## src/rtl/logic_unit_pkg.sv

```systemverilog
// Shared constants for the arbitrated bitwise logic unit: opcode encodings and
// the two output-stage states.
package logic_unit_pkg;

  localparam logic [1:0] OP_OR  = 2'b00;
  localparam logic [1:0] OP_AND = 2'b01;
  localparam logic [1:0] OP_XOR = 2'b10;
  localparam logic [1:0] OP_NOR = 2'b11;

  // Output register state: EMPTY means rsp_valid is low.
  localparam logic [0:0] ST_EMPTY = 1'b0;
  localparam logic [0:0] ST_FULL  = 1'b1;

endpackage

```

## src/rtl/logic_unit.sv

```systemverilog
// Combinational two-operand bitwise logic unit (OR/AND/XOR/NOR), WIDTH bits wide.
module logic_unit
  import logic_unit_pkg::*;
#(
  parameter int WIDTH = 8
) (
  input  logic [WIDTH-1:0] a,
  input  logic [WIDTH-1:0] b,
  input  logic [1:0]       op,
  output logic [WIDTH-1:0] y
);

  always_comb begin
    y = '0;
    case (op)
      OP_OR:   y = a | b;
      OP_AND:  y = a & b;
      OP_XOR:  y = a ^ b;
      OP_NOR:  y = ~(a | b);
      default: y = '0;
    endcase
  end

endmodule

```

## src/rtl/logic_unit_arbiter.sv

```systemverilog
// Round-robin sharing of one logic unit among N_REQ requesters, with a one-deep
// registered, tagged valid/ready response stage.
module logic_unit_arbiter
  import logic_unit_pkg::*;
#(
  parameter int N_REQ = 4,
  parameter int WIDTH = 8
) (
  input  logic                       clk,
  input  logic                       rst_n,
  input  logic [N_REQ-1:0]           req_valid,
  output logic [N_REQ-1:0]           req_ready,
  input  logic [N_REQ*WIDTH-1:0]     req_a,
  input  logic [N_REQ*WIDTH-1:0]     req_b,
  input  logic [N_REQ*2-1:0]         req_op,
  output logic                       rsp_valid,
  input  logic                       rsp_ready,
  output logic [WIDTH-1:0]           rsp_y,
  output logic [$clog2(N_REQ)-1:0]   rsp_id
);

  localparam int ID_W = $clog2(N_REQ);

  logic [0:0]       state_q, state_d;
  logic [WIDTH-1:0] y_q, y_d;
  logic [ID_W-1:0]  id_q, id_d;
  logic [ID_W-1:0]  ptr_q, ptr_d;

  logic [WIDTH-1:0] a_arr   [N_REQ];
  logic [WIDTH-1:0] b_arr   [N_REQ];
  logic [1:0]       op_arr  [N_REQ];
  logic [ID_W-1:0]  rot_idx [N_REQ];
  logic [N_REQ-1:0] rot_valid;

  logic [ID_W-1:0]  grant_idx;
  logic             any_valid;
  logic             accept;
  logic             fire;
  logic [WIDTH-1:0] unit_y;

  // rot_idx[k] is the requester k positions after ptr, wrapping at N_REQ.
  for (genvar gi = 0; gi < N_REQ; gi++) begin : g_req
    logic [ID_W:0] sum;

    assign a_arr[gi]  = req_a[gi*WIDTH +: WIDTH];
    assign b_arr[gi]  = req_b[gi*WIDTH +: WIDTH];
    assign op_arr[gi] = req_op[gi*2 +: 2];

    assign sum          = {1'b0, ptr_q} + (ID_W+1)'(gi);
    assign rot_idx[gi]  = (sum >= (ID_W+1)'(N_REQ)) ? ID_W'(sum - (ID_W+1)'(N_REQ))
                                                    : sum[ID_W-1:0];
    assign rot_valid[gi] = req_valid[rot_idx[gi]];

    assign req_ready[gi] = fire && (grant_idx == ID_W'(gi));
  end

  // Scanning from the far end lets the nearest valid requester overwrite the rest.
  always_comb begin
    grant_idx = '0;
    for (int k = N_REQ-1; k >= 0; k--) begin
      if (rot_valid[k]) begin
        grant_idx = rot_idx[k];
      end
    end
  end

  assign any_valid = |req_valid;
  assign accept    = (state_q == ST_EMPTY) || rsp_ready;
  assign fire      = rst_n && accept && any_valid;

  logic_unit #(
    .WIDTH (WIDTH)
  ) u_logic_unit (
    .a  (a_arr[grant_idx]),
    .b  (b_arr[grant_idx]),
    .op (op_arr[grant_idx]),
    .y  (unit_y)
  );

  always_comb begin
    state_d = state_q;
    y_d     = y_q;
    id_d    = id_q;
    ptr_d   = ptr_q;
    if (fire) begin
      state_d = ST_FULL;
      y_d     = unit_y;
      id_d    = grant_idx;
      ptr_d   = (grant_idx == ID_W'(N_REQ-1)) ? '0 : grant_idx + ID_W'(1);
    end else if (rsp_ready) begin
      // Drained with nothing to refill: data is kept, only valid drops.
      state_d = ST_EMPTY;
    end
  end

  always_ff @(posedge clk or negedge rst_n) begin
    if (!rst_n) begin
      state_q <= ST_EMPTY;
      y_q     <= '0;
      id_q    <= '0;
      ptr_q   <= '0;
    end else begin
      state_q <= state_d;
      y_q     <= y_d;
      id_q    <= id_d;
      ptr_q   <= ptr_d;
    end
  end

  assign rsp_valid = (state_q == ST_FULL);
  assign rsp_y     = y_q;
  assign rsp_id    = id_q;

endmodule

```

## config.mk

```make
export PLATFORM = sky130hd
export DESIGN_NAME = logic_unit_arbiter
export DESIGN_NICKNAME = d
export VERILOG_FILES = /design/src/rtl/logic_unit_pkg.sv /design/src/rtl/logic_unit.sv /design/src/rtl/logic_unit_arbiter.sv
export SDC_FILE = /design/constraint.sdc
export NUM_CORES = 1
export LEC_CHECK = 0
export CORE_UTILIZATION = 41
export DETAILED_ROUTE_END_ITERATION = 12
export PLACE_DENSITY = 0.85
export SYNTH_ARGS = -nofsm -noshare
export SYNTH_HDL_FRONTEND = slang
export SYNTH_SLANG_ARGS = --single-unit
```

## constraint.sdc

```tcl
create_clock -name clk -period 3.8 [get_ports clk]
set_input_delay 0.38 -clock clk [delete_from_list [all_inputs] [get_ports clk]]
set_output_delay 0.38 -clock clk [all_outputs]
set_load 0.05 [all_outputs]
```

==> impl_metrics.csv <==
group,metric,value,unit
status,status,"finished clean",
clocking,ctsLongestPathBuffers,2,
sta,fin_setup_tns,0,ps
synth,netlist-cell-type-count,36,
synth,synthesis.area,1911,µm²
clocking,clk_pin_slew_worst_paths,50,ps
global_routing,grt_pass1_vias,1826,
global_routing,global_route_wire_length_before_repair,8.148,mm
synth,synthMostInstantiatedCell,"sky130_fd_sc_hd__nand2_1",
placement,buffer_ports.inserted,93,
synth,postSynth.topFlopCell,"sky130_fd_sc_hd__dfrtp_1",
synth,synth-seq-cells,13,
sta,worst-slew-pin-transition,728.5,ps
clocking,tritoncts,"built",
sta,rsz_0062_raised_after_global_routing,"false",
detailed_routing,route.final.wire_length,5.078,mm
setup_path,timing.rr.end,"rsp_y[3]",
power,max-vdd-ir-drop,210.8,µV
global_routing,pin_count_of_the_biggest_net_entering_global_routing,26,
sta,final.setup_skew,5.863,ps
floorplan,cell_row_count,24,
finish,diodes,0,
setup_path,worst-endpoint-required,3420,ps
sta,setup_violations,0,
clocking,ctsHtreeMaxLevel,1,
synth,synth-warning-count,0,
clocking,cts.sinks,13,
setup_path,start_kind,"input pin",
global_routing,grt.overflow.total,0,
sta,holdWs,478.4,ps
placement,dp_hpwl,4.190,mm
power,p_leak,1.375,nW
synth,postSynthAreaPerCell,7.735,µm²
setup_path,crit_type,"input pin to primary output",
setup_path,rrSetupSlack,980,ps
synth,ys_seq_area_share,17.03,%
power,pwr_density_cell,579.7,nW/µm²
clocking,tritoncts.num_buffers,3,
setup_path,crit_path_max_fanout,25,
detailed_routing,detailedRoute.firstPassIterationCount,4,
detailed_routing,vias_per_cell,5.285,
global_routing,grt_antenna_before_repair,0,
finish,num-fill-cells,388,
worst_hold_path,timing.hold.worst_endpoint,"rsp_id[0]",
job,cap_viol_max_count,0,
synth,synth-async-reset-ratio,100.0,%
setup_path,data_arrival_critical_path,3050,ps
detailed_routing,vias,2040,
setup_path,timing.reg2reg.worst_path_depth,12,
global_routing,global_route.usage.total,20.10,%
worst_hold_path,hp-class,"flop to flop",
synth,syn-num-nets,346,
synth,synth.top_cells.by_area,"sky130_fd_sc_hd__dfrtp_1, sky130_fd_sc_hd__mux2i_1, sky130_fd_sc_hd__ha_1",
worst_hold_path,hold_path_depth,2,
placement,gpl.final_weighted_congestion,0.8778,
sta,worst_slew_margin_rel,51.44,%
synth,yosysTopAreaCellShare,17.03,%
floorplan,fp.coreArea,4414,µm²
sta,final_hold_violation_count,0,
floorplan,design.portCount,94,
detailed_routing,drt_first_iter_violations,112,
sta,layout_min_cycle_time,3426,ps
clocking,cts_root_buf,"sky130_fd_sc_hd__clkbuf_8",
sta,max_freq,0.2919,GHz
detailed_routing,drcViolationCount,0,
floorplan,total_die_area,4937,µm²
detailed_routing,ant_nets,0,
floorplan,fp.dieH,70.27,µm
clocking,cts_hold_buf,0,
synth,gate_count_of_the_mapped_netlist,247,
clocking,cts_resized,0,
setup_path,setup.worst_path.end_class,"primary output",
finish,area.growth.synth_to_final,51.67,%
synth,synth_top_cell_by_area,"sky130_fd_sc_hd__dfrtp_1",
clocking,post-cts-setup-buffers,0,
sta,post-route-period-util,90.15,%
setup_path,timing.rr.start,"ptr_q[1]",
sta,final_max_slew_viol_count,0,
synth,synth_top_cells_by_count,"sky130_fd_sc_hd__nand2_1, sky130_fd_sc_hd__mux2i_1, sky130_fd_sc_hd__ha_1",
synth,synth-edff-count,0,
detailed_routing,detail_route.wl_per_cell,13.16,µm
finish,fin_nets,434,
worst_hold_path,hold_start,"rsp_id[0]",
floorplan,initial_core_util,43.28,%
floorplan,floorplan.die.width,70.27,µm
clocking,clkLatencyLatePin,250,ps
finish,drive_gt1_share,5.389,%
-- critical path, cell delays in order --
cell	delay (ps)
sky130_fd_sc_hd__clkdlybuf4s50_1	490
sky130_fd_sc_hd__and2b_1	220
sky130_fd_sc_hd__a311oi_4	410
sky130_fd_sc_hd__nor2_4	180
sky130_fd_sc_hd__inv_4	250
sky130_fd_sc_hd__ha_1	180
sky130_fd_sc_hd__and2_1	110
sky130_fd_sc_hd__clkdlybuf4s50_1	810
-- stage by stage --
| stage | instances | power (mW) | area (µm²) | worst slack, ps | util, % |
|---|---|---|---|---|---|
| 6_report | 386 | 1.680 | 2898 | 374.1 | 65.65 |
| 5_1_grt | 386 | 1.810 | 2898 | 221.0 | 65.65 |
| 4_1_cts | 386 | 1.682 | 2898 | 361.2 | 65.65 |
| 3_5_place_dp | 382 | 1.550 | 2853 | 376.3 | 64.63 |
| 3_3_place_gp | 382 | 1.514 | 2853 | 406.0 | 64.63 |
| 2_1_floorplan | 247 | 1.210 | 1911 | 1034 | - |
-- kinds of logic after synthesis --
group	synth area share, %
AOI/OAI and AO/OA	20.04
adders and majority gates	13.10
buffers and inverters	7.531
DFF	17.03
muxes	16.77
and+or+nand+nor	25.54
-- layer usage --
layer	wire (µm)	track usage (%)	share of wire, %	vias up
met2	2457	33.76	48	81
met5	0	0	0	-
met1	2202	26.76	43	914
met4	45	6.000	0.89	0
li1	-	-	-	1041
met3	371	2.453	7.3	4
-- report_power, final --
group | switching (mW) | internal [mW]
Clock | 0.0498 | 0.0741
Sequential | 0.0366 | 0.194
Combinational | 0.792 | 0.534
-- layout make-up --
| class | instances | area [µm²] | share of cell area [%] |
|---|---|---|---|
| Sequential cell | 13 | 325.3 | 11.23 |
| Clock buffer | 4 | 45.04 | 1.554 |
| Inverter | 20 | 77.57 | 2.677 |
| Multi-Input combinational cell | 202 | 1446 | 49.91 |
| Tap cell | 52 | 65.06 | 2.245 |
| Timing Repair Buffer | 95 | 938.4 | 32.38 |
-- cells in the final DEF, fill, tap and decap left out, drive strengths merged --
master / synthesis / routed
a2111oi: 1 / 1
a211o: 4 / 4
a211oi: 15 / 15
a21oi: 12 / 12
a311oi: 2 / 2
a31oi: 1 / 1
and2: 12 / 12
and2b: 1 / 1
and3: 6 / 6
buf: 6 / 5
clkbuf: 6 / 4
clkdlybuf4s50: 0 / 90
dfrtp: 13 / 13
ha: 20 / 20
inv: 20 / 20
mux2i: 32 / 32
nand2: 60 / 60
nand2b: 4 / 4
nand3: 6 / 6
nor2: 5 / 5
nor2b: 1 / 1
nor3: 3 / 3
nor3b: 4 / 4
o211a: 1 / 1
o211ai: 2 / 2
o21ai: 2 / 2
o31ai: 1 / 1
o41ai: 7 / 7
-- worst max-delay path by stage --
stage                     slack, ps           end  cells after the start          from
final                           370  req_ready[1]                      8  req_valid[2]
after global routing            220  req_ready[1]                      8  req_valid[2]
after CTS                       360  req_ready[1]                      8  req_valid[2]
after detailed placement        380  req_ready[1]                      8  req_valid[2]
after global placement          410  req_ready[1]                      8  req_valid[2]
after floorplan                1030      rsp_y[3]                     14  req_valid[1]
-- flip-flops by register name (all words and copies together) (netlist names) --
name and count:
ptr_q 2, rsp_id 2, rsp_valid 1, rsp_y 8
Note: power is estimated with default switching activity, not from simulation.
